**src/rtl/traffic_burst_scheduler_pkg.sv**
```systemverilog
// Shared types and defaults for the traffic generator burst scheduler.
package traffic_burst_scheduler_pkg;

  localparam int unsigned CNT_WIDTH_DEF = 32;
  localparam int unsigned LEN_WIDTH_DEF = 11;

  typedef enum logic [2:0] {
    ST_IDLE = 3'd0,
    ST_ARM  = 3'd1,
    ST_REQ  = 3'd2,
    ST_WAIT = 3'd3,
    ST_GAP  = 3'd4,
    ST_DONE = 3'd5
  } state_e;

  function automatic logic state_is_busy(input state_e s);
    return (s != ST_IDLE) && (s != ST_DONE);
  endfunction

endpackage

```
**src/rtl/traffic_burst_scheduler_tg_gap_timer.sv**
```systemverilog
// Load/value/expired down-counter, shared by the generator blocks for gap timing.
// The counter stops at zero; expired is high whenever the count is zero.
module tg_gap_timer
  import traffic_burst_scheduler_pkg::*;
#(
  parameter int unsigned WIDTH = CNT_WIDTH_DEF
) (
  input  logic             clk,
  input  logic             rst,
  input  logic             load,
  input  logic [WIDTH-1:0] value,
  output logic             expired
);

  logic [WIDTH-1:0] count_q, count_d;

  // Next count: reload on request, otherwise count down towards zero.
  always_comb begin
    count_d = count_q;
    if (load) begin
      count_d = value;
    end else if (count_q != '0) begin
      count_d = count_q - WIDTH'(1);
    end
  end

  // Count register.
  always_ff @(posedge clk or posedge rst) begin
    if (rst) begin
      count_q <= '0;
    end else begin
      count_q <= count_d;
    end
  end

  assign expired = (count_q == '0);

endmodule

```
**src/rtl/traffic_burst_scheduler.sv**
```systemverilog
// Frame sequencer between the register block and the GMII frame engine.
//
//   state | meaning
//   IDLE  | stopped, waiting for an enable rise
//   ARM   | capture configuration into shadow registers, validate frame size
//   REQ   | frm_req high until the engine acks
//   WAIT  | frame in flight, waiting for frm_done
//   GAP   | inter-frame / inter-burst gap running
//   DONE  | total frame count reached, waiting for enable low
module traffic_burst_scheduler
  import traffic_burst_scheduler_pkg::*;
#(
  parameter int unsigned CNT_WIDTH = CNT_WIDTH_DEF,
  parameter int unsigned LEN_WIDTH = LEN_WIDTH_DEF
) (
  input  logic                 clk,
  input  logic                 rst,
  input  logic                 enable,
  input  logic [CNT_WIDTH-1:0] cfg_ifg,
  input  logic [CNT_WIDTH-1:0] cfg_ibg,
  input  logic [CNT_WIDTH-1:0] cfg_frames_per_burst,
  input  logic [CNT_WIDTH-1:0] cfg_total_frames,
  input  logic [LEN_WIDTH-1:0] cfg_frame_size,
  output logic                 frm_req,
  output logic [LEN_WIDTH-1:0] frm_len,
  input  logic                 frm_ack,
  input  logic                 frm_done,
  output logic                 busy,
  output logic                 run_done,
  output logic                 cfg_err,
  output logic [CNT_WIDTH-1:0] frames_sent,
  output logic [CNT_WIDTH-1:0] bursts_sent
);

  state_e               state_q, state_d;
  logic                 enable_q, enable_d;
  logic                 cfg_err_q, cfg_err_d;
  logic [CNT_WIDTH-1:0] frames_q, frames_d;
  logic [CNT_WIDTH-1:0] bursts_q, bursts_d;
  logic [CNT_WIDTH-1:0] burst_idx_q, burst_idx_d;
  logic [CNT_WIDTH-1:0] ifg_q, ifg_d, ibg_q, ibg_d, fpb_q, fpb_d, total_q, total_d;
  logic [LEN_WIDTH-1:0] size_q, size_d;

  logic                 tmr_load;
  logic [CNT_WIDTH-1:0] tmr_value;
  logic                 tmr_expired;

  logic                 enable_rise;
  logic [CNT_WIDTH-1:0] frames_inc;
  logic                 burst_close;
  logic                 last_frame;
  logic [CNT_WIDTH-1:0] sel_gap;

  assign enable_rise = enable & ~enable_q;
  assign frames_inc  = frames_q + CNT_WIDTH'(1);
  assign burst_close = (fpb_q != '0) && ((burst_idx_q + CNT_WIDTH'(1)) == fpb_q);
  assign last_frame  = (total_q != '0) && (frames_inc == total_q);
  assign sel_gap     = burst_close ? ibg_q : ifg_q;

  tg_gap_timer #(.WIDTH(CNT_WIDTH)) u_gap_timer (
    .clk     (clk),
    .rst     (rst),
    .load    (tmr_load),
    .value   (tmr_value),
    .expired (tmr_expired)
  );

  // Next-state, shadow capture, counters and gap timer control.
  always_comb begin
    state_d     = state_q;
    enable_d    = enable;
    cfg_err_d   = cfg_err_q;
    frames_d    = frames_q;
    bursts_d    = bursts_q;
    burst_idx_d = burst_idx_q;
    ifg_d       = ifg_q;
    ibg_d       = ibg_q;
    fpb_d       = fpb_q;
    total_d     = total_q;
    size_d      = size_q;
    tmr_load    = 1'b0;
    tmr_value   = '0;

    case (state_q)
      ST_IDLE: begin
        if (enable_rise) begin
          frames_d    = '0;
          bursts_d    = '0;
          burst_idx_d = '0;
          cfg_err_d   = 1'b0;
          state_d     = ST_ARM;
        end
      end
      ST_ARM: begin
        ifg_d   = cfg_ifg;
        ibg_d   = cfg_ibg;
        fpb_d   = cfg_frames_per_burst;
        total_d = cfg_total_frames;
        size_d  = cfg_frame_size;
        if (cfg_frame_size == '0) begin
          cfg_err_d = 1'b1;
          state_d   = ST_IDLE;
        end else begin
          state_d = ST_REQ;
        end
      end
      ST_REQ: begin
        if (!enable) begin
          state_d = ST_IDLE;
        end else if (frm_ack) begin
          state_d = ST_WAIT;
        end
      end
      ST_WAIT: begin
        if (frm_done) begin
          frames_d = frames_inc;
          if (burst_close) begin
            bursts_d    = bursts_q + CNT_WIDTH'(1);
            burst_idx_d = '0;
          end else begin
            burst_idx_d = burst_idx_q + CNT_WIDTH'(1);
          end
          // The done cycle itself counts as one gap cycle, so a zero gap
          // goes straight back to REQ and the timer is loaded with gap-1.
          if (last_frame) begin
            state_d = ST_DONE;
          end else if (!enable) begin
            state_d = ST_IDLE;
          end else if (sel_gap == '0) begin
            state_d = ST_REQ;
          end else begin
            tmr_load  = 1'b1;
            tmr_value = sel_gap - CNT_WIDTH'(1);
            state_d   = ST_GAP;
          end
        end
      end
      ST_GAP: begin
        if (tmr_expired) begin
          state_d = enable ? ST_REQ : ST_IDLE;
        end
      end
      ST_DONE: begin
        if (!enable) begin
          state_d = ST_IDLE;
        end
      end
      default: state_d = ST_IDLE;
    endcase
  end

  // State, shadow configuration and counter registers.
  always_ff @(posedge clk or posedge rst) begin
    if (rst) begin
      state_q     <= ST_IDLE;
      enable_q    <= 1'b0;
      cfg_err_q   <= 1'b0;
      frames_q    <= '0;
      bursts_q    <= '0;
      burst_idx_q <= '0;
      ifg_q       <= '0;
      ibg_q       <= '0;
      fpb_q       <= '0;
      total_q     <= '0;
      size_q      <= '0;
    end else begin
      state_q     <= state_d;
      enable_q    <= enable_d;
      cfg_err_q   <= cfg_err_d;
      frames_q    <= frames_d;
      bursts_q    <= bursts_d;
      burst_idx_q <= burst_idx_d;
      ifg_q       <= ifg_d;
      ibg_q       <= ibg_d;
      fpb_q       <= fpb_d;
      total_q     <= total_d;
      size_q      <= size_d;
    end
  end

  assign frm_req     = (state_q == ST_REQ);
  assign frm_len     = (state_q == ST_REQ) ? size_q : '0;
  assign busy        = state_is_busy(state_q);
  assign run_done    = (state_q == ST_DONE);
  assign cfg_err     = cfg_err_q;
  assign frames_sent = frames_q;
  assign bursts_sent = bursts_q;

endmodule

```
**config.mk**
```make
export PLATFORM = sky130hd
export DESIGN_NAME = traffic_burst_scheduler
export DESIGN_NICKNAME = d
export VERILOG_FILES = /design/src/rtl/traffic_burst_scheduler_pkg.sv /design/src/rtl/traffic_burst_scheduler_tg_gap_timer.sv /design/src/rtl/traffic_burst_scheduler.sv
export SDC_FILE = /design/constraint.sdc
export NUM_CORES = 1
export LEC_CHECK = 0
export ABC_CLOCK_PERIOD_IN_PS = 10200
export BUFFER_PORTS_ARGS = -buffer_cell sky130_fd_sc_hd__buf_4
export CAP_MARGIN = 40
export CORE_MARGIN = 2
export CORE_UTILIZATION = 55
export DETAILED_ROUTE_END_ITERATION = 8
export PLACE_DENSITY = 0.8
export RECOVER_POWER = 25
export SYNTH_ARGS = -nofsm -noshare
export SYNTH_HDL_FRONTEND = slang
export SYNTH_SLANG_ARGS = --single-unit
```
**constraint.sdc**
```tcl
create_clock -name clk -period 10.2 [get_ports clk]
set_input_delay 1.02 -clock clk [delete_from_list [all_inputs] [get_ports clk]]
set_output_delay 1.02 -clock clk [all_outputs]
set_load 0.01 [all_outputs]
```
; Word-level counts from Yosys, hierarchy flattened
; Cells that the tools add are included.
[word_totals]
regBits = 272
output_inout_bits = 79
wordCells = 90
[op_classes]
addsub = 5
eq_ne = 15
muxes = 38
n_bitwise = 2
reduce_logical = 18
[op_table]
columns = operator, n
row1 = 32-bit 2-to-1 mux, 14
row2 = 32-bit case mux with 2 select lines, 3
row3 = 32-bit by 1-bit adder with 32-bit output (second input constant), 3
row4 = 32-bit nonzero test, 3
row5 = 32-bit equality test, 2
row6 = 32-bit zero test, 2
row7 = 32-bit by 1-bit subtractor with 32-bit output (second input constant), 2
row8 = 3-bit 2-to-1 mux, 9
row9 = 3-bit case mux with 6 select lines, 1
row10 = 2-bit inequality test (second input constant), 6
row11 = 11-bit zero test, 1
row12 = 11-bit 2-to-1 mux, 1
row13 = 1-bit 2-to-1 mux, 7
row14 = 3-bit by 2-bit equality test with 1-bit output (second input constant), 2
row15 = 3-bit equality test (second input constant), 2
row16 = 3-bit AND reduction, 2
row17 = 2-bit nonzero test, 3
row18 = 5-bit AND reduction, 1
row19 = 2-bit 2-to-1 mux, 2
row20 = 4-bit AND reduction, 1
row21 = 3-bit by 1-bit equality test with 1-bit output (second input constant), 1
row22 = 1-bit logical AND, 3
row23 = 3-bit zero test, 1
row24 = 3-bit by 2-bit inequality test with 1-bit output (second input constant), 1
row25 = 5 further kinds, 5

; Depth between registers and ports, before layout
; Gate-level depths: netlist of run 1.
[logic_depth]
word_depth = 11
ltp_mapped = 22

; By module
; From an unflattened synthesis of run 1, not the netlist that was laid out.
[hier_totals]
hier_cells = 1755
hier_area_um2 = 16453.3
[by_module_without_submodules]
columns = mod, instances, cells_per_inst, area_per_inst_um2
row1 = traffic_burst_scheduler, 1, 1559, 14616.5
row2 = tg_gap_timer, 1, 196, 1836.8

; Least setup slack after synthesis of run 1
; No wires, ideal clock.
[synth_path]
path_kind = register to register
startpoint = register burst_idx_q[0]
endpoint = register u_gap_timer.count_q[16]
setup_ns = 0.126
t_arrival_ns = 4.936
required_time_ns = 10.074
path_slack_ns = 5.138
path_stages_with_launch = 20
synth_period_minus_slack_ns = 5.062
path_cell_list = dfrtp_1 > ha_1 > nand3_1 > nor2_1 > nand3_1 > a2111oi_0 > nand4_1 > or4_1 > nor2_1 > buf_2 > buf_4 > mux2i_1 > ha_1 > nand2_1 > nor3_1 > nand2_1 > or3_1 > xnor2_1 > o21ai_0 > mux2i_1
[synth_via]
elab_chain_len = 11
word_cells_on_any_way = 18
[synth_lines]
columns = item, line_no
row1 = from (decl), traffic_burst_scheduler.sv:40  ; logic [CNT_WIDTH-1:0] burst_idx_q, burst_idx_d;
row2 = from (signal assigned), traffic_burst_scheduler.sv:172  ; burst_idx_q <= burst_idx_d;
row3 = 32-bit by 1-bit adder with 32-bit output (*), traffic_burst_scheduler.sv:56  ; assign burst_close = (fpb_q != '0) && ((burst_idx_q + CNT_WIDTH'(1)) == fpb_q);
row4 = 32-bit equality test (*), traffic_burst_scheduler.sv:56
row5 = 1-bit logical AND (*), traffic_burst_scheduler.sv:56
row6 = 32-bit 2-to-1 mux (*), traffic_burst_scheduler.sv:58  ; assign sel_gap = burst_close ? ibg_q : ifg_q;
row7 = 32-bit by 1-bit subtractor with 32-bit output / 32-bit zero test (equally long branches), "traffic_burst_scheduler.sv:133, traffic_burst_scheduler.sv:129"
row8 = 32-bit 2-to-1 mux / 1-bit 2-to-1 mux (equally long branches), traffic_burst_scheduler.sv:129  ; end else if (sel_gap == '0) begin
row9 = 32-bit 2-to-1 mux / 1-bit 2-to-1 mux (equally long branches), traffic_burst_scheduler.sv:127  ; end else if (!enable) begin
row10 = 32-bit 2-to-1 mux / 1-bit 2-to-1 mux (equally long branches), traffic_burst_scheduler.sv:125  ; if (last_frame) begin
row11 = 32-bit 2-to-1 mux / 1-bit 2-to-1 mux (equally long branches), traffic_burst_scheduler.sv:115  ; if (frm_done) begin
row12 = 32-bit 2-to-1 mux / 1-bit 2-to-1 mux (equally long branches), traffic_burst_scheduler.sv:84  ; case (state_q)
row13 = 32-bit 2-to-1 mux / 2-bit nonzero test (equally long branches), n/a
row14 = to (signal assigned), traffic_burst_scheduler_tg_gap_timer.sv:32  ; count_q <= count_d;
row15 = to (decl), traffic_burst_scheduler_tg_gap_timer.sv:15  ; logic [WIDTH-1:0] count_q, count_d;
; Every way passes the cells marked *; elsewhere a longest branch is shown, timed or not.
; A chain may end at the register's enable or synchronous reset.

==> results of run 1 <==
layer usage:
metal,vias up,track usage
met1,7087,0.452
li1,6656,-
met3,95,0.0513
met2,672,0.472
met5,-,0
met4,0,0.0689
flip-flops by register name, summed over array words and instances, names as in the netlist:
signal               count
enable_q                 1
ifg_q                   32
burst_idx_q             32
ibg_q                   32
state_q                  3
bursts_sent             32
cfg_err                  1
u_gap_timer.count_q     32
frames_sent             32
total_q                 32
size_q                  11
fpb_q                   32
power by group through the flow:
| stage | Clock, mW | Sequential, mW | Combinational [mW] |
|---|---|---|---|
| 5_1_grt | 1.21 | 1.96 | 1.75 |
| 6_report | 1.15 | 1.91 | 1.60 |
| 3_3_place_gp | 0 | 1.90 | 1.52 |
| 3_5_place_dp | 0 | 1.91 | 1.58 |
| 2_1_floorplan | 0 | 1.73 | 1.21 |
| 4_1_cts | 1.17 | 1.90 | 1.60 |
stage by stage:
stage	total power, mW	area [um^2]	setup slack, ps	util	std cells
6_report	4.67	19500	3360	0.658	2325
5_1_grt	4.92	19500	1970	0.658	2325
4_1_cts	4.66	19500	4170	0.659	2325
3_5_place_dp	3.49	18400	4200	0.624	2274
3_3_place_gp	3.42	18300	4400	0.619	2265
2_1_floorplan	2.94	16400	1680	-	1735
cells in the mapped netlist (11+ instances only):
master    number  area share
a21oi_1       41       0.012
a31oi_1       11      0.0042
and3_1        39       0.015
and4_1        17      0.0091
buf_2         20      0.0061
clkbuf_1      63       0.014
dfrtp_1      272        0.41
inv_1         22      0.0050
mux2_2       142       0.097
mux2i_1       35       0.021
nand2_1      178       0.041
nand2b_1      19      0.0072
nand3_1       51       0.016
nand4_1       46       0.017
nor2_1       122       0.028
nor3_1        51       0.016
nor4_1        46       0.017
o21ai_0      139       0.042
o31ai_1       30       0.014
or3_1         35       0.013
or4_1         12      0.0055
xnor2_1       87       0.046
xor2_1        92       0.049
logic make-up (layout without fill, tap and decap cells):
group           count (synthesis)  in the layout  synth area share
mux                           181            181             0.121
compound gates                294            294             0.110
buf+inv                       116            316            0.0307
fa+ha+maj                       7              7           0.00517
flops                         272            272             0.414
xor+xnor                      180            180            0.0968
simple gates                  685            685             0.222
cell type report:
type	instances	area (um^2)
multi-input combinational	1347	9150
tap	390	488
clock inverter	8	144
timing repair buffer	243	1880
inverter	22	83.8
fill	2343	10100
sequential	272	6810
clock buffer	43	901
worst register-to-register path: stages, from the launching register on:
cell and delay (ps):
dfrtp_1 460, ha_1 320, nand3_1 310, nor2_1 530, nand3_1 340, a2111oi_0 450
nand4_1 130, or4_1 600, nor2_2 130, buf_4 310, mux2i_1 360, ha_1 310
nand2_1 140, nor3_1 570, nand2_1 280, nor2_1 250, nand2_1 100, xor2_1 140
nand2_1 60, o21ai_0 110, mux2i_1 100
path summary, 6_finish.rpt:
path	start	end	slack [ps]	cells past startpoint
max	rst	burst_idx_q[14]$_DFFE_PP0P_	3360	3
min	size_q[8]$_DFFE_PP0P_	size_q[8]$_DFFE_PP0P_	500	1
max reg2reg	burst_idx_q[0]$_DFFE_PP0P_	u_gap_timer.count_q[18]$_DFFE_PP0P_	4060	20
min reg2reg	size_q[8]$_DFFE_PP0P_	size_q[8]$_DFFE_PP0P_	500	1
max in group clk	burst_idx_q[0]$_DFFE_PP0P_	u_gap_timer.count_q[18]$_DFFE_PP0P_	4060	20
min in group asynchronous	rst	u_gap_timer.count_q[21]$_DFFE_PP0P_	520	2
==> key figures, run 1 <==
Final layout
  • Final Net Count: 2066
  • Most common cell after layout, fill and taps aside: dfrtp_1
  • Area Overhead vs Synth: 18.3%
  • ANT cells: 0
  • Share of cells above drive strength 1: 0.241
  • Most frequent cells in the layout: 272 x dfrtp_1, 233 x buf_4, 178 x nand2_1

Critical path
  • Crit Path Max Fanout: ~120
  • CP Buf/Inv Count: 3
  • Crit path DAT: around 6000 ps
  • WP data required: about 9300 ps
  • Crit path max-delay family: buffers and inverters
  • Slowest stage cell on the critical path: clkbuf_1
  • Setup CP Type: in2async
  • CP cell instances: clkbuf_4 > clkinvlp_2 > clkbuf_1
  • Setup crit end kind: asynchronous set/reset pin
  • Critical path startpoint category: input pin
  • Crit-path max cell delay: 4370 ps

Global route
  • Total GRT Usage: 0.306
  • First-pass GRT wire length: 76.8 mm
  • Largest net degree at the start of global routing: 118
  • Vias in the first global route: approximately 14k
  • Gr ovfl total: 0
  • Initial antenna violation count: 0

Hold path
  • Hold Path Class: reg2reg

STA
  • Hold Slack: 499 ps
  • RSZ-0062 raised after global routing: false
  • Setup violators final: 0
  • Setup Total Neg Slack: 0 ps
  • Clock skew: 12.2 ps
  • Final Max Slew Viols: between 150 and 200
  • Max transition margin: -3.15
  • Worst Tran Pin Value: 6230 ps
  • Crit path time final: 6840 ps
  • FMAX: 0.146 GHz
  • Fin. Hold Viols: 0
  • Crit share post-route: 0.671

Clocking
  • # clock sinks: 272
  • CTS root buffer: clkbuf_16
  • Clk_lat worst skew: 560 ps
  • CTS Buf Count: 30
  • Post-CTS Setup Inserts: 0
  • Maximum root-to-sink buffer count: 3
  • CTS tree: built
  • Clock transition at path regs: around 60 ps
  • PostCTS Resize Cnt: 0
  • Post-CTS Hold Fix Bufs: 0
  • H-tree levels: 1

Logic synthesis
  • Asr flop ratio synth: 1.00
  • Post-synthesis cell type count: 78
  • Syn Inst Count: between 1.5k and 2k
  • Yosys reg bits: 272
  • Synth Warn #: 0
  • Sequential share of the synthesized area: 0.414
  • Post-Syn Nets: 1885
  • Synth Flop Type: dfrtp_1
  • Mean Syn Cell Area: 9.48 um^2
  • Mapped Area: 16400 um^2
  • Number of synthesized flops with an enable pin: 0

Run status
  • Failing checks: max-capacitance violations, max-slew violations
  • Status: complete, but fails checks

Placement
  • DP HPWL: 35.3 mm
  • Placer Congestion: between 1 and 1.5
  • # port buffers: ~220

Drt
  • Routed vias: 14.5k
  • Initial DRC Count: between 1.5k and 2k
  • Post-route DRC: 0
  • TritonRoute pass-1 iters: 6
  • DR WL met2: 21.7 mm
  • Drt total wl: 47.9 mm
  • Met1 wire length: 21.0 mm
  • Routed WL per cell: slightly above 20 um
  • Vias per Instance: about 6.2
  • DR WL met3: 4.07 mm
  • DRT antenna net count: 0
  • Highest routing layer actually used: met4

Power
  • Sequential share of power: 0.410
  • Cell Int Power: 2.98 mW
  • Power Density: 240 nW/um^2
  • Combinational Power Share: 0.344
  • Clock power share: 0.246
  • VDD IR max: about 170 uV
  • Net Sw Frac: 0.362
  • Leak: 8.25 nW
  • Sw Pwr: ~1.7 mW

Floorplan
  • FP Rows: 63
  • Die width: between 150 and 200 um
  • Initial Util: 0.556
  • Core area: 29600 um^2
  • Die Height: 177 um
  • I/O pin cnt: between 200 and 250
  • Full die area: 31300 um^2

Job
  • Max Cap Viol: 2
Note: power is estimated with default switching activity, not from simulation.
==> run 2, diff against run 1 <==
ABC_AREA = 1   (was default)
ABC_CLOCK_PERIOD_IN_PS = 5960   (was 10200)
CORE_UTILIZATION = 53   (was 55)
clock period = 5.96 ns   (was 10.2 ns; I/O delays follow)
==> run 2 against run 1 <==
Net effect: the flow still finishes with violations (max-capacitance violations, max-slew violations); non-clock buffer count fell by 9; final cell count grew 29%; setup slack got worse by 2100 ps; critical endpoint is now burst_idx_q[6]$_DFFE_PP0P_; via count rose by 12%; hold slack got worse by 280 ps; combinational power rose by 94%; final area is 1.0% higher; first-iteration DRC count fell by 10%; sequential share of layout area shrank 0.35 points; clock power rose by 76%.
==> key figures, run 2 <==
Critical path
  • Reg-to-Reg Start: burst_idx_q[0]$_DFFE_PP0P_
  • Crit Path Max Fanout: 29 (-75%)
  • CP Buf/Inv Count: 4 (+1)
  • Slowest stage cell on the critical path: nor2_4
  • CP endpoint: burst_idx_q[6]$_DFFE_PP0P_
  • Setup slack, reg-to-reg: 1230 ps (-2830 ps)
  • Setup CP Type: reg2reg
  • Worst flop-to-flop path endpoint: burst_idx_q[6]$_DFFE_PP0P_
  • Critical path startpoint category: register
  • Crit path DAT: 5170 ps (-810 ps)
  • Crit-path max cell delay: 490 ps (-3880 ps)
  • Crit path top cell by count: nand2_1
  • Stages on the worst setup path: 21 (+18)
  • CP cell instances: ha_1 > nand2_2 > nor2_8 > nand3_1 > o21ai_0 > nand2_1 > nand2_1 > nand2_1 > nor2_1 > nand2_1 > nor2_4 > nand3_4 > nand2_2 > nand2_1 > nor2_1 > buf_4 > nor2_1 > buf_4 > clkinv_1 > buf_12 > o21ai_0
  • Crit path from: burst_idx_q[0]$_DFFE_PP0P_
  • WP data required: 6400 ps (-2940 ps)
  • Crit path max-delay family: simple AND/OR/NAND/NOR gates
  • FF-to-FF path depth: 21 (+5.0%)
  • Setup crit end kind: register

Floorplan
  • Initial Util: 0.540 (-0.0163)
  • Die width: 181 um (+2.2%)
  • I/O pin cnt: 223 (unchanged)
  • FP Rows: 64 (+1.6%)
  • Core area: 30700 um^2 (+3.8%)
  • Full die area: 32700 um^2 (+4.4%)
  • Die Height: 181 um (+2.2%)

Clocking
  • H-tree levels: 1 (unchanged)
  • Clk_lat worst skew: 570 ps (about the same)
  • CTS root buffer: clkbuf_16
  • Post-CTS Setup Inserts: 0 (unchanged)
  • Clock transition at path regs: 60 ps (about the same)
  • Maximum root-to-sink buffer count: 3 (unchanged)
  • PostCTS Resize Cnt: 0 (unchanged)
  • CTS Buf Count: 31 (+3.3%)
  • Post-CTS Hold Fix Bufs: 0 (unchanged)
  • # clock sinks: 272 (unchanged)
  • CTS tree: built

Run status
  • Status: complete, but fails checks
  • Failing checks: max-capacitance violations, max-slew violations

Logic synthesis
  • Synth Flop Type: dfrtp_1
  • Asr flop ratio synth: 1.00 (unchanged)
  • Mean Syn Cell Area: 6.96 um^2 (-27%)
  • Count leader, synth: nand2_1
  • Number of synthesized flops with an enable pin: 0 (unchanged)
  • Sequential share of the synthesized area: 0.411 (-0.00291)
  • Top cell type's share of synthesized area: 0.411 (-0.00291)
  • Synth Warn #: 0 (unchanged)
  • Yosys reg bits: 272 (unchanged)
  • Synth cell count leaders: 577 x nand2_1, 390 x nor2_1, 334 x inv_1, 272 x dfrtp_1, 153 x a21oi_1
  • Post-Syn Nets: 2529 (+34%)
  • Post-synthesis cell type count: 50 (-36%)
  • Synth area leaders: dfrtp_1 41%, nand2_1 13%, nor2_1 8.8%
  • Syn Inst Count: 2379 (+37%)
  • Mapped Area: 16600 um^2 (+0.71%)
  • Leading area contributor after synthesis: dfrtp_1

Final layout
  • Most common cell after layout, fill and taps aside: nand2_1
  • Share of cells above drive strength 1: 0.142 (-0.0992)
  • Filler Cell Count: 2725 (+16%)
  • Area occupied by multi-input gates: 8170 um^2 (-11%)
  • Area Overhead vs Synth: 18.6%
  • Final Net Count: 2734 (+32%)
  • Most frequent cells in the layout: 577 x nand2_1, 390 x nor2_1, 333 x inv_1
  • Seq. cell area: 6810 um^2 (unchanged)

STA
  • RSZ-0062 raised after global routing: false
  • Setup violators final: 0 (unchanged)
  • Setup Total Neg Slack: 0 ps (unchanged)
  • Crit share post-route: 0.794
  • Worst Tran Pin Value: 4110 ps (-2120 ps)
  • Fin. Hold Viols: 0 (unchanged)
  • Max transition margin: -1.74 (+1.41)
  • FMAX: roughly 0.21 GHz
  • Final Max Slew Viols: 215 (+35%)
  • Crit path time final: 4730 ps
  • Clock skew: 22.6 ps (+10.5 ps)
  • Hold Slack: 222 ps (-277 ps)

Drt
  • Initial DRC Count: 1361 (-10%)
  • Routed WL per cell: 16.6 um (-19%)
  • DRT antenna net count: 0 (unchanged)
  • Drt total wl: 49.9 mm (+4.1%)
  • TritonRoute pass-1 iters: 5 (-1)
  • Routed vias: 16.3k (+12%)
  • Post-route DRC: 0 (unchanged)
  • DR WL met3: 3.91 mm (-3.8%)
  • DR WL met2: 22.7 mm (+4.3%)
  • Met1 wire length: 21.9 mm (+4.2%)
  • Highest routing layer actually used: met5
  • Vias per Instance: 5.43 (-13%)

Power
  • Sw Pwr: 3.27 mW (+93%)
  • Power Density: 407 nW/um^2 (+70%)
  • Cell Int Power: 4.73 mW (+59%)
  • Leak: 9.56 nW (+16%)
  • Net Sw Frac: 0.409 (+0.0464)
  • Sequential share of power: 0.360 (-0.050)
  • Combinational Power Share: 0.388 (+0.044)
  • VDD IR max: 491 uV (+190%)
  • Clock power share: 0.253 (+0.007)

Placement
  • DP HPWL: 37.9 mm (+7.6%)
  • Placer Congestion: 0.987 (-1.8%)
  • # port buffers: 222 (unchanged)

Hold path
  • Hold Path Class: in2reg

Global route
  • Initial antenna violation count: 2 (+2)
  • First-pass GRT wire length: 80.5 mm (+4.8%)
  • Gr ovfl total: 0 (unchanged)
  • Vias in the first global route: 15.7k (+13%)
  • Largest net degree at the start of global routing: 271 (+130%)
  • Total GRT Usage: 0.302 (-0.00420)

Job
  • Max Cap Viol: 2 (unchanged)
-- run 2: changes by cell type after synthesis, sizes merged, moves of 44 or more --
cell   before  now
inv        22  345
nand2     178  594
o22ai       7   51
xnor2      87   20
mux2      146   10
o21ai     141   92
nand3      52  146
a21oi      41  154
nor2      123  422
-- run 2: area by class of cell --
type / instances / share of cell area
Antenna cell: 2 / 0.000255
Tap cell: 396 / 0.0252
Clock buffer: 45 / 0.0452
Inverter: 346 / 0.0663
Sequential cell: 272 / 0.346
Multi-Input combinational cell: 1699 / 0.416
Clock inverter: 10 / 0.00936
Timing Repair Buffer: 234 / 0.0914
-- run 2: cells by family after synthesis --
kind of cell	synth area share
and+or+nand+nor	0.340
buffers and inverters	0.0968
AOI/OAI and AO/OA	0.102
DFF	0.411
xor gates and xnor gates	0.0386
muxes	0.00680
adders and majority gates	0.00453
-- run 2: through the flow --
step	instances	power, mW	worst slack, ps	utilization	area [um^2]
finish	3004	8.00	1230	0.641	19700
global route	3002	8.54	823	0.641	19600
CTS	3002	8.00	1360	0.641	19700
detailed placement	2947	5.96	1370	0.606	18600
global placement	2944	5.86	1450	0.605	18600
floorplan	2379	4.98	1770	-	16600
-- run 2: layer usage --
metal | vias up | global-route usage
met3 | 90 | 0.0447
met1 | 7611 | 0.423
met2 | 618 | 0.488
met5 | - | 0
met4 | 2 | 0.0871
li1 | 7987 | -
-- run 2: power by group through the flow --
stage          combinational (mW)  sequential, mW  clock (mW)
2_1_floorplan                2.21            2.77           0
3_3_place_gp                 2.99            2.88           0
3_5_place_dp                 3.07            2.89           0
4_1_cts                      3.09            2.87        2.04
5_1_grt                      3.48            2.94        2.12
6_report                     3.10            2.88        2.02
-- run 2: worst min path at each step --
| stage | from | to | slack [ps] | cells after the start |
|---|---|---|---|---|
| finish | enable | enable_q$_DFF_PP0_ | 220 | 1 |
| global route | enable | enable_q$_DFF_PP0_ | 210 | 1 |
| CTS | enable | enable_q$_DFF_PP0_ | 150 | 1 |
| detailed placement | bursts_sent[31]$_DFFE_PP0P_ | bursts_sent[31]$_DFFE_PP0P_ | 460 | 1 |
| global placement | bursts_sent[31]$_DFFE_PP0P_ | bursts_sent[31]$_DFFE_PP0P_ | 460 | 1 |
| floorplan | size_q[1]$_DFFE_PP0P_ | size_q[1]$_DFFE_PP0P_ | 450 | 2 |
==> run 3, diff against run 2 <==
ABC_CLOCK_PERIOD_IN_PS = 3900   (was 5960)
clock period = 3.9 ns   (was 5.96 ns; I/O delays follow)
==> run 3 against run 2 <==
Net effect: the run still ends with max-capacitance violations, max-slew violations left; hold slack worse by 190 ps; largest cell class unchanged; global-route usage rose by 1.3 points; register-to-register slack worse by 1200 ps; setup slack got worse by 1200 ps.
==> key figures, run 3 (synthesis gave the netlist of run 2 again) <==
STA
  • Crit share post-route: 0.989 (+0.195)
  • Final Max Slew Viols: 228 (+6.0%)
  • Fin. Hold Viols: 0 (unchanged)
  • Clock skew: 25.4 ps (+2.71 ps)
  • Setup violators final: 0 (unchanged)
  • Max transition margin: -0.287 (+1.45)
  • Final setup margin: 44.2 ps (-1180 ps)
  • Crit path time final: 3860 ps (-877 ps)
  • RSZ-0062 raised after global routing: true
  • FMAX: 0.259 GHz (+23%)
  • Worst Tran Pin Value: 1930 ps (-2180 ps)
  • Hold Slack: 37.4 ps (-185 ps)
  • Setup Total Neg Slack: 0 ps (unchanged)

Floorplan
  • Die width: 181 um (unchanged)
  • Core area: 30700 um^2 (unchanged)
  • Full die area: 32700 um^2 (unchanged)
  • FP Rows: 64 (unchanged)
  • Initial Util: 0.540 (unchanged)
  • Die Height: 181 um (unchanged)
  • I/O pin cnt: 223 (unchanged)

Drt
  • DR WL met3: 4.92 mm (+26%)
  • Vias per Instance: 5.61 (+3.4%)
  • DR WL met2: 25.2 mm (+11%)
  • Post-route DRC: 0 (unchanged)
  • DRT antenna net count: 0 (unchanged)
  • Routed vias: 17.3k (+6.3%)
  • Drt total wl: 54.7 mm (+9.7%)
  • Initial DRC Count: 1509 (+11%)
  • Routed WL per cell: 17.7 um (+6.7%)
  • TritonRoute pass-1 iters: 7 (+2)
  • Met1 wire length: 23.0 mm (+5.1%)
  • Highest routing layer actually used: met4

Power
  • Sw Pwr: 5.31 mW (+62%)
  • Clock power share: 0.239 (-0.014)
  • VDD IR max: 440 uV (-10%)
  • Overall power: 12.7 mW (+58%)
  • Power Density: 611 nW/um^2 (+50%)
  • Combinational Power Share: 0.412 (+0.024)
  • Net Sw Frac: 0.419 (+0.00999)
  • Cell Int Power: 7.37 mW (+56%)
  • Sequential share of power: 0.349 (-0.011)
  • Leak: 10.1 nW (+5.2%)

Hold path
  • Worst hold stages: 2 (+1)
  • Hold Path Class: in2reg

Critical path
  • Worst flop-to-flop path endpoint: u_gap_timer.count_q[1]$_DFFE_PP0P_
  • Crit path DAT: 4350 ps (-820 ps)
  • Reg-to-Reg Start: burst_idx_q[1]$_DFFE_PP0P_
  • Crit Path Max Fanout: 9 (-69%)
  • CP cell instances: buf_4 > nand2_2 > nor2_8 > nand2_2 > nand2_1 > nand3_1 > nand2_1 > nand3_1 > nor2_1 > nand3_4 > nor2_8 > buf_4 > nand3_2 > nand2_1 > nand2_1 > nand2_1 > nor2_1 > nand2_1 > nor2_2 > nand3_4 > nand2_4 > buf_4 > or2_2 > nand3_1
  • CP endpoint: u_gap_timer.count_q[1]$_DFFE_PP0P_
  • Critical path startpoint category: register
  • Setup CP Type: reg2reg
  • Setup crit end kind: register
  • Crit-path max cell delay: 460 ps (-30 ps)
  • CP Buf/Inv Count: 3 (-1)
  • FF-to-FF path depth: 24 (+14%)
  • WP data required: 4400 ps (-2000 ps)
  • Stages on the worst setup path: 24 (+14%)
  • Crit path top cell by count: nand2_1
  • Slowest stage cell on the critical path: dfrtp_1
  • Crit path max-delay family: simple AND/OR/NAND/NOR gates
  • Crit path from: burst_idx_q[1]$_DFFE_PP0P_
  • Setup slack, reg-to-reg: 40 ps (-1180 ps)

Final layout
  • Share of cells above drive strength 1: 0.186 (+0.0446)
  • Final Net Count: 2819 (+3.1%)
  • Most common cell after layout, fill and taps aside: nand2_1
  • Final Core Density: 0.676 (+0.0355)
  • Seq. cell area: 6810 um^2 (about the same)
  • ANT cells: 0 (-2)
  • Most frequent cells in the layout: 553 x nand2_1, 374 x nor2_1, 332 x inv_1
  • Filler Cell Count: 2651 (-2.7%)
  • Area occupied by multi-input gates: 8500 um^2 (+4.0%)
  • Area Overhead vs Synth: 25.2%

Run status
  • Failing checks: max-capacitance violations, max-slew violations
  • Status: complete, but fails checks

Placement
  • Placer Congestion: 1.03 (+4.1%)
  • DP HPWL: 40.0 mm (+5.3%)
  • Pre-CTS setup slack: -38.7 ps (-1400 ps)
  • # port buffers: 222 (unchanged)

Global route
  • Initial antenna violation count: 0 (-2)
  • Vias in the first global route: 16.3k (+4.0%)
  • First-pass GRT wire length: 84.0 mm (+4.3%)
  • Gr ovfl total: 0 (unchanged)
  • Largest net degree at the start of global routing: 76 (-72%)
  • Total GRT Usage: 0.315 (+0.0130)

Clocking
  • Maximum root-to-sink buffer count: 3 (unchanged)
  • CTS root buffer: clkbuf_16
  • # clock sinks: 272 (unchanged)
  • CTS tree: built
  • Clk_lat worst skew: 580 ps (about the same)
  • CTS Buf Count: 31 (unchanged)
  • H-tree levels: 1 (unchanged)
  • Clock transition at path regs: 60 ps (about the same)

Job
  • Max Cap Viol: 5 (+3)
[run 3: power by group through the flow]
| stage | sequential, mW | combinational, mW | clock (mW) |
|---|---|---|---|
| global route | 4.50 | 5.79 | 3.17 |
| CTS | 4.39 | 4.91 | 3.05 |
| detailed placement | 4.42 | 4.87 | 0 |
| finish | 4.42 | 5.23 | 3.03 |
| floorplan | 4.23 | 3.38 | 0 |
| global placement | 4.40 | 4.73 | 0 |
[run 3: worst min path at each step]
stage	start	endpoint	slack [ps]
2_1_floorplan	enable	enable_q$_DFF_PP0_	420
3_3_place_gp	bursts_sent[31]$_DFFE_PP0P_	bursts_sent[31]$_DFFE_PP0P_	470
3_5_place_dp	bursts_sent[31]$_DFFE_PP0P_	bursts_sent[31]$_DFFE_PP0P_	470
4_1_cts	cfg_frames_per_burst[21]	fpb_q[21]$_DFFE_PP0P_	30
5_1_grt	cfg_total_frames[16]	total_q[16]$_DFFE_PP0P_	40
6_report	cfg_frames_per_burst[21]	fpb_q[21]$_DFFE_PP0P_	40
[run 3: final cells by class]
cell class,instances,share of cell area
sequential,272,0.328
clock inverter,16,0.00947
clock buffer,39,0.0408
timing repair buffer,312,0.125
inverter,346,0.0631
multi-input combinational,1706,0.410
tap,396,0.0239
[run 3: routing by layer]
layer  vias up  GRT usage
met2       862      0.500
met1      8166      0.448
met3       121     0.0458
met4         0     0.0935
met5         -          0
li1       8179          -
[run 3: stage by stage]
stage / cells / cell area (um^2)
2_1_floorplan: 2379 / 16600
3_3_place_gp: 2983 / 18900
3_5_place_dp: 2984 / 18900
4_1_cts: 3042 / 20000
5_1_grt: 3087 / 20700
6_report: 3087 / 20700
[run 3: timing repair]
| item | in CTS | in global routing |
|---|---|---|
| setup endpoints to repair | 37 | 106 |
| cloned | 1 | 15 |
| hold buffers | 2 | 0 |
| gates resized for setup | 1 | 75 |
| hold endpoints to repair | 25 | 0 |
| pin swaps | 0 | 25 |
| setup buffers | 0 | 30 |
